==> src/rtl/lfsr_count_ctrl.sv <==
// Searches an XNOR Fibonacci LFSR sequence for a target value, counting shifts until hit or timeout.
// Optional macro LFSR_HOLD_EN adds a 'hold' input that freezes the search while in RUN.
module lfsr_count_ctrl #(
  parameter int WIDTH = 4
) (
  input  logic             clk,
  input  logic             rst_n,
  input  logic             start,
  input  logic             abort,
`ifdef LFSR_HOLD_EN
  input  logic             hold,
`endif
  input  logic [WIDTH-1:0] seed,
  input  logic [WIDTH-1:0] target,
  output logic [WIDTH-1:0] lfsr_q,
  output logic [WIDTH-1:0] steps,
  output logic             busy,
  output logic             done,
  output logic             hit
);

  if (WIDTH < 4 || WIDTH > 8) begin : g_bad_width
    $error("lfsr_count_ctrl: WIDTH must be in 4..8");
  end

  // Tap positions per width, chosen so the XNOR form runs maximal length.
  localparam logic [7:0] TAP_MASK =
    (WIDTH == 4) ? 8'b0000_1100 :
    (WIDTH == 5) ? 8'b0001_0100 :
    (WIDTH == 6) ? 8'b0011_0000 :
    (WIDTH == 7) ? 8'b0110_0000 :
                   8'b1011_1000;

  // Last reachable step count: 2^WIDTH-1 states, so at most 2^WIDTH-2 shifts.
  localparam logic [WIDTH-1:0] MAX_STEPS = {{(WIDTH-1){1'b1}}, 1'b0};
  localparam logic [WIDTH-1:0] ALL_ONES  = '1;

  typedef enum logic [1:0] {
    IDLE,
    LOAD,
    RUN,
    DONE
  } state_t;

  state_t           state;
  logic [WIDTH-1:0] seed_cap;
  logic [WIDTH-1:0] target_cap;
  logic             match;
  logic             timeout;
  logic             fb;
  logic             freeze;

  assign match   = &(lfsr_q ~^ target_cap);
  assign timeout = (steps == MAX_STEPS);
  assign fb      = ~^(lfsr_q & TAP_MASK[WIDTH-1:0]);

`ifdef LFSR_HOLD_EN
  assign freeze = hold;
`else
  assign freeze = 1'b0;
`endif

  always_ff @(posedge clk or negedge rst_n) begin
    if (!rst_n) begin
      state      <= IDLE;
      seed_cap   <= '0;
      target_cap <= '0;
      lfsr_q     <= '0;
      steps      <= '0;
      busy       <= 1'b0;
      done       <= 1'b0;
      hit        <= 1'b0;
    end else begin
      done <= 1'b0;
      case (state)
        IDLE: begin
          if (start) begin
            seed_cap   <= seed;
            target_cap <= target;
            steps      <= '0;
            hit        <= 1'b0;
            busy       <= 1'b1;
            state      <= LOAD;
          end
        end
        // The all-ones word is the XNOR lockup state, so it is never loaded.
        LOAD: begin
          if (abort) begin
            busy  <= 1'b0;
            hit   <= 1'b0;
            state <= IDLE;
          end else begin
            lfsr_q <= (seed_cap == ALL_ONES) ? '0 : seed_cap;
            state  <= RUN;
          end
        end
        // Abort wins over hold, match and timeout; hold wins over match and timeout.
        RUN: begin
          if (abort) begin
            busy  <= 1'b0;
            hit   <= 1'b0;
            state <= IDLE;
          end else if (!freeze) begin
            if (match || timeout) begin
              hit   <= match;
              busy  <= 1'b0;
              done  <= 1'b1;
              state <= DONE;
            end else begin
              lfsr_q <= {lfsr_q[WIDTH-2:0], fb};
              steps  <= steps + 1'b1;
            end
          end
        end
        DONE: begin
          state <= IDLE;
        end
        default: begin
          state <= IDLE;
        end
      endcase
    end
  end

endmodule

==> config.mk <==
export PLATFORM = sky130hd
export DESIGN_NAME = lfsr_count_ctrl
export DESIGN_NICKNAME = d
export VERILOG_FILES = /design/src/rtl/lfsr_count_ctrl.sv
export SDC_FILE = /design/constraint.sdc
export NUM_CORES = 1
export LEC_CHECK = 0
export ABC_AREA = 1
export ABC_CLOCK_PERIOD_IN_PS = 1810
export CORE_ASPECT_RATIO = 0.7
export CORE_MARGIN = 1
export CORE_UTILIZATION = 50
export CTS_CLUSTER_SIZE = 30
export DETAILED_ROUTE_END_ITERATION = 10
export PLACE_DENSITY = 0.78
export SYNTH_ARGS = -nofsm -noshare
export SYNTH_HDL_FRONTEND = slang
export SYNTH_SLANG_ARGS = --single-unit
==> constraint.sdc <==
create_clock -name clk -period 1.81 [get_ports clk]
set_input_delay 0.181 -clock clk [delete_from_list [all_inputs] [get_ports clk]]
set_output_delay 0.181 -clock clk [all_outputs]
set_load 0.005 [all_outputs]
==> flow_metrics.tcl <==
set metrics [dict create \
    status "finished clean" \
    drive_gt1_share_pct 16.4 \
    antenna_found_initial 0 \
    dp_cells 196 \
    maxSlewHeadroom_pct 74.7 \
    reg2reg_slack_ns 0.19 \
    vias 1004 \
    worst_path_max_delay_cell "dfrtp_1" \
    fmax_mhz 619 \
    drc 0 \
    fin_crit_sh_pct 89.3 \
    synth_common_cells "nand2_1 (35), dfrtp_1 (21), nand3_1 (15)" \
    synth-seq-cells 21 \
    tns_ns 0 \
    final_antenna_net_count 0 \
    yosys.area.top_type "dfrtp_1" \
    die_width_um 59.8 \
    netlist_area_um2 1170 \
    final_area_um2 1500 \
    io_buffers 22 \
    power.density_nw_per_um2 1510 \
    yosysWarnings 0 \
    grt_pass1_vias 973 \
    fin_nets 190 \
    synth.top_cells.by_area "dfrtp_1 (45%), nand2_1 (11%), ha_1 (6.4%)" \
    required_ns 2.03 \
    wl_mm 2.38 \
    finalHoldViolations 0 \
    cts_root_buf "clkbuf_4" \
    drt-vias-per-instance 4.95 \
    syn-num-nets 159 \
    finalSetupViolCount 0 \
    skew_ns 0.0148 \
    worstPathCellList "inv_1 > ha_1 > nand2_1 > o21ai_2 > nand2_4 > nand2_1 > nand2_1" \
    dr.pass1.iters 4 \
    period_minus_slack_ns 1.62 \
    grt_overflow 0 \
    holdBufCountCts 0 \
    worst_pin_slew_ns 0.379 \
    rsz0062_at_grt "false" \
    cp_data_arrival_time_ns 1.84 \
    p_seq_share_pct 35.9 \
    cp-end-kind "register" \
    leakagePower_nw 0.740 \
    synth_cell_type_count 23 \
    grt_pass1_wl_mm 4.30 \
    synthToLayoutAreaGrowth_pct 28.4 \
    r2r-end "steps[2]$_DFFE_PN0P_" \
    synth-edff-count 0 \
    fin_util_pct 69.0 \
    drv_cap 0 \
    path_max_fanout 10 \
    cts_tree "done" \
    slowest_delay_ns 0.44 \
    path_class "register to register" \
    report.final.slew_viol_count 0 \
    hold_path.class "input pin to async pin" \
    reg2reg_depth 7 \
    coreArea_um2 2170 \
    synth_ff_type "dfrtp_1" \
    async_flop_share_pct 100 \
    antennaDiodeCount 0 \
    pwr-share-clk_pct 10.3 \
    p_sw_mw 0.971 \
    yosysSeqAreaShare_pct 45.0 \
    comb_power_share_pct 53.7 \
    fin_ws_ns 0.194 \
    synth.most_common_cell "nand2_1" \
    wl_per_cell_um 11.7 \
    htreeDepth 1 \
    grt_max_degree 22 \
    syn-mean-instance-area_um2 8.28 \
    r2r_start "state[1]$_DFFE_PN0P_" \
    syn_inst 141 \
    insertion_delay_ns 0.32 \
    numClockSinks 21 \
    cts_buffers 3 \
    fp-row-count 14 \
    post-dp-hpwl_mm 1.80 \
    peakVddDrop_mv 0.752 \
    clockBufferDepth 2 \
    initial_core_util_pct 53.7 \
    place_ws_ns 0.134 \
    swShare_pct 42.9 \
    ios 23 \
    dieArea_um2 2530 \
    clk_pin_slew_ns 0.13 \
    die_y_um 42.4 \
    place.gp.congestion 0.923 \
    worst_path_most_repeated_cell "nand2_1" \
    drtIter0Drc 29 \
    track_usage_pct 23.0 \
    internal_power_mw 1.29 \
    n_fill_cell 202 \
    post_dp_cell_area_um2 1440 \
    synth_top_area_share_pct 45.0 \
    cp-start-kind "register" \
    stdcell_count 203 \
]
## logic make-up after synthesis
kind of cell	count (synthesis)	synth area share, %
AOI/OAI and AO/OA	15	7.18
adders and majority gates	6	6.43
DFF	21	45.0
muxes	4	3.86
and+or+nand+nor	75	30.0
xor gates and xnor gates	2	1.50
buffers and inverters	18	6.00
## critical path: cells and delay by family, from the launching register on
kind | cells | cell delay [ns]
adder cells (fa/ha/maj) | 1 | 0.26
AO/OA/AOI/OAI | 1 | 0.23
flip-flops | 1 | 0.44
AND/OR/NAND/NOR | 4 | 0.48
buffers and inverters | 1 | 0.10
## area by class of cell
| type | count | area (um^2) | area share [%] |
|---|---|---|---|
| clock inverters | 1 | 5.00 | 0.334 |
| well taps | 32 | 40.0 | 2.67 |
| multi-input cells | 102 | 577 | 38.5 |
| clock buffers | 3 | 22.5 | 1.50 |
| repair buffers | 28 | 265 | 17.7 |
| flip-flops and latches | 21 | 526 | 35.1 |
| inverters | 16 | 63.8 | 4.26 |
## registers in the layout, indices dropped and copies added, names as in the netlist
register    cells
state           2
seed_cap        4
steps           4
target_cap      4
hit             1
busy            1
lfsr_q          4
done            1
## cell usage in the layout, fill, tap and decap left out, drive strengths merged
cell	Yosys	layout
o31ai	1	1
clkinvlp	0	1
buf	2	6
clkinv	0	1
nand3	17	17
ha	6	6
nand2	39	39
nor2	15	15
nand4	3	3
o211ai	1	1
xor2	1	1
or2	1	1
xnor2	1	1
mux2	4	4
dfrtp	21	21
clkdlybuf4s50	0	22
o21ai	5	5
clkbuf	0	3
a21oi	8	8
inv	16	15
## power by group through the flow
stage | Clock, mW | Sequential (mW) | Combinational [mW]
after floorplan | 0 | 0.790 | 0.805
after global placement | 0 | 0.811 | 1.13
after detailed placement | 0 | 0.819 | 1.18
after CTS | 0.242 | 0.810 | 1.18
after global routing | 0.270 | 0.845 | 1.39
final | 0.233 | 0.814 | 1.22
## layer usage
layer	global-route usage [%]	vias to the layer above	share of wire [%]
li1	-	516	-
met1	30.5	450	46
met2	35.6	34	47
met3	7.10	4	5.5
met4	7.91	0	1.3
met5	0	-	0
## worst max-delay path by stage
stage | from | endpoint | slack, ns
final | state[1]$_DFFE_PN0P_ | steps[2]$_DFFE_PN0P_ | 0.19
after floorplan | state[0]$_DFFE_PN0P_ | seed_cap[2]$_DFFE_PN0P_ | 0.35
after detailed placement | state[0]$_DFFE_PN0P_ | state[1]$_DFFE_PN0P_ | 0.13
after global routing | state[0]$_DFFE_PN0P_ | state[1]$_DFFE_PN0P_ | 0.02
after global placement | state[0]$_DFFE_PN0P_ | state[0]$_DFFE_PN0P_ | 0.25
after CTS | state[0]$_DFFE_PN0P_ | state[1]$_DFFE_PN0P_ | 0.14
## what timing repair did
item | in CTS | in global routing
buffers inserted | 0 | 3
hold endpoints to repair | 0 | 0
resized for setup | 0 | 3
setup endpoints to repair | 0 | 4
## metrics by stage
step	hold slack [ns]	power [mW]
6_report	0.182	2.26
5_1_grt	0.177	2.50
4_1_cts	0.186	2.23
3_5_place_dp	0.465	1.99
3_3_place_gp	0.457	1.94
2_1_floorplan	-0.115	1.60
Power figures use the tool's default switching activity.
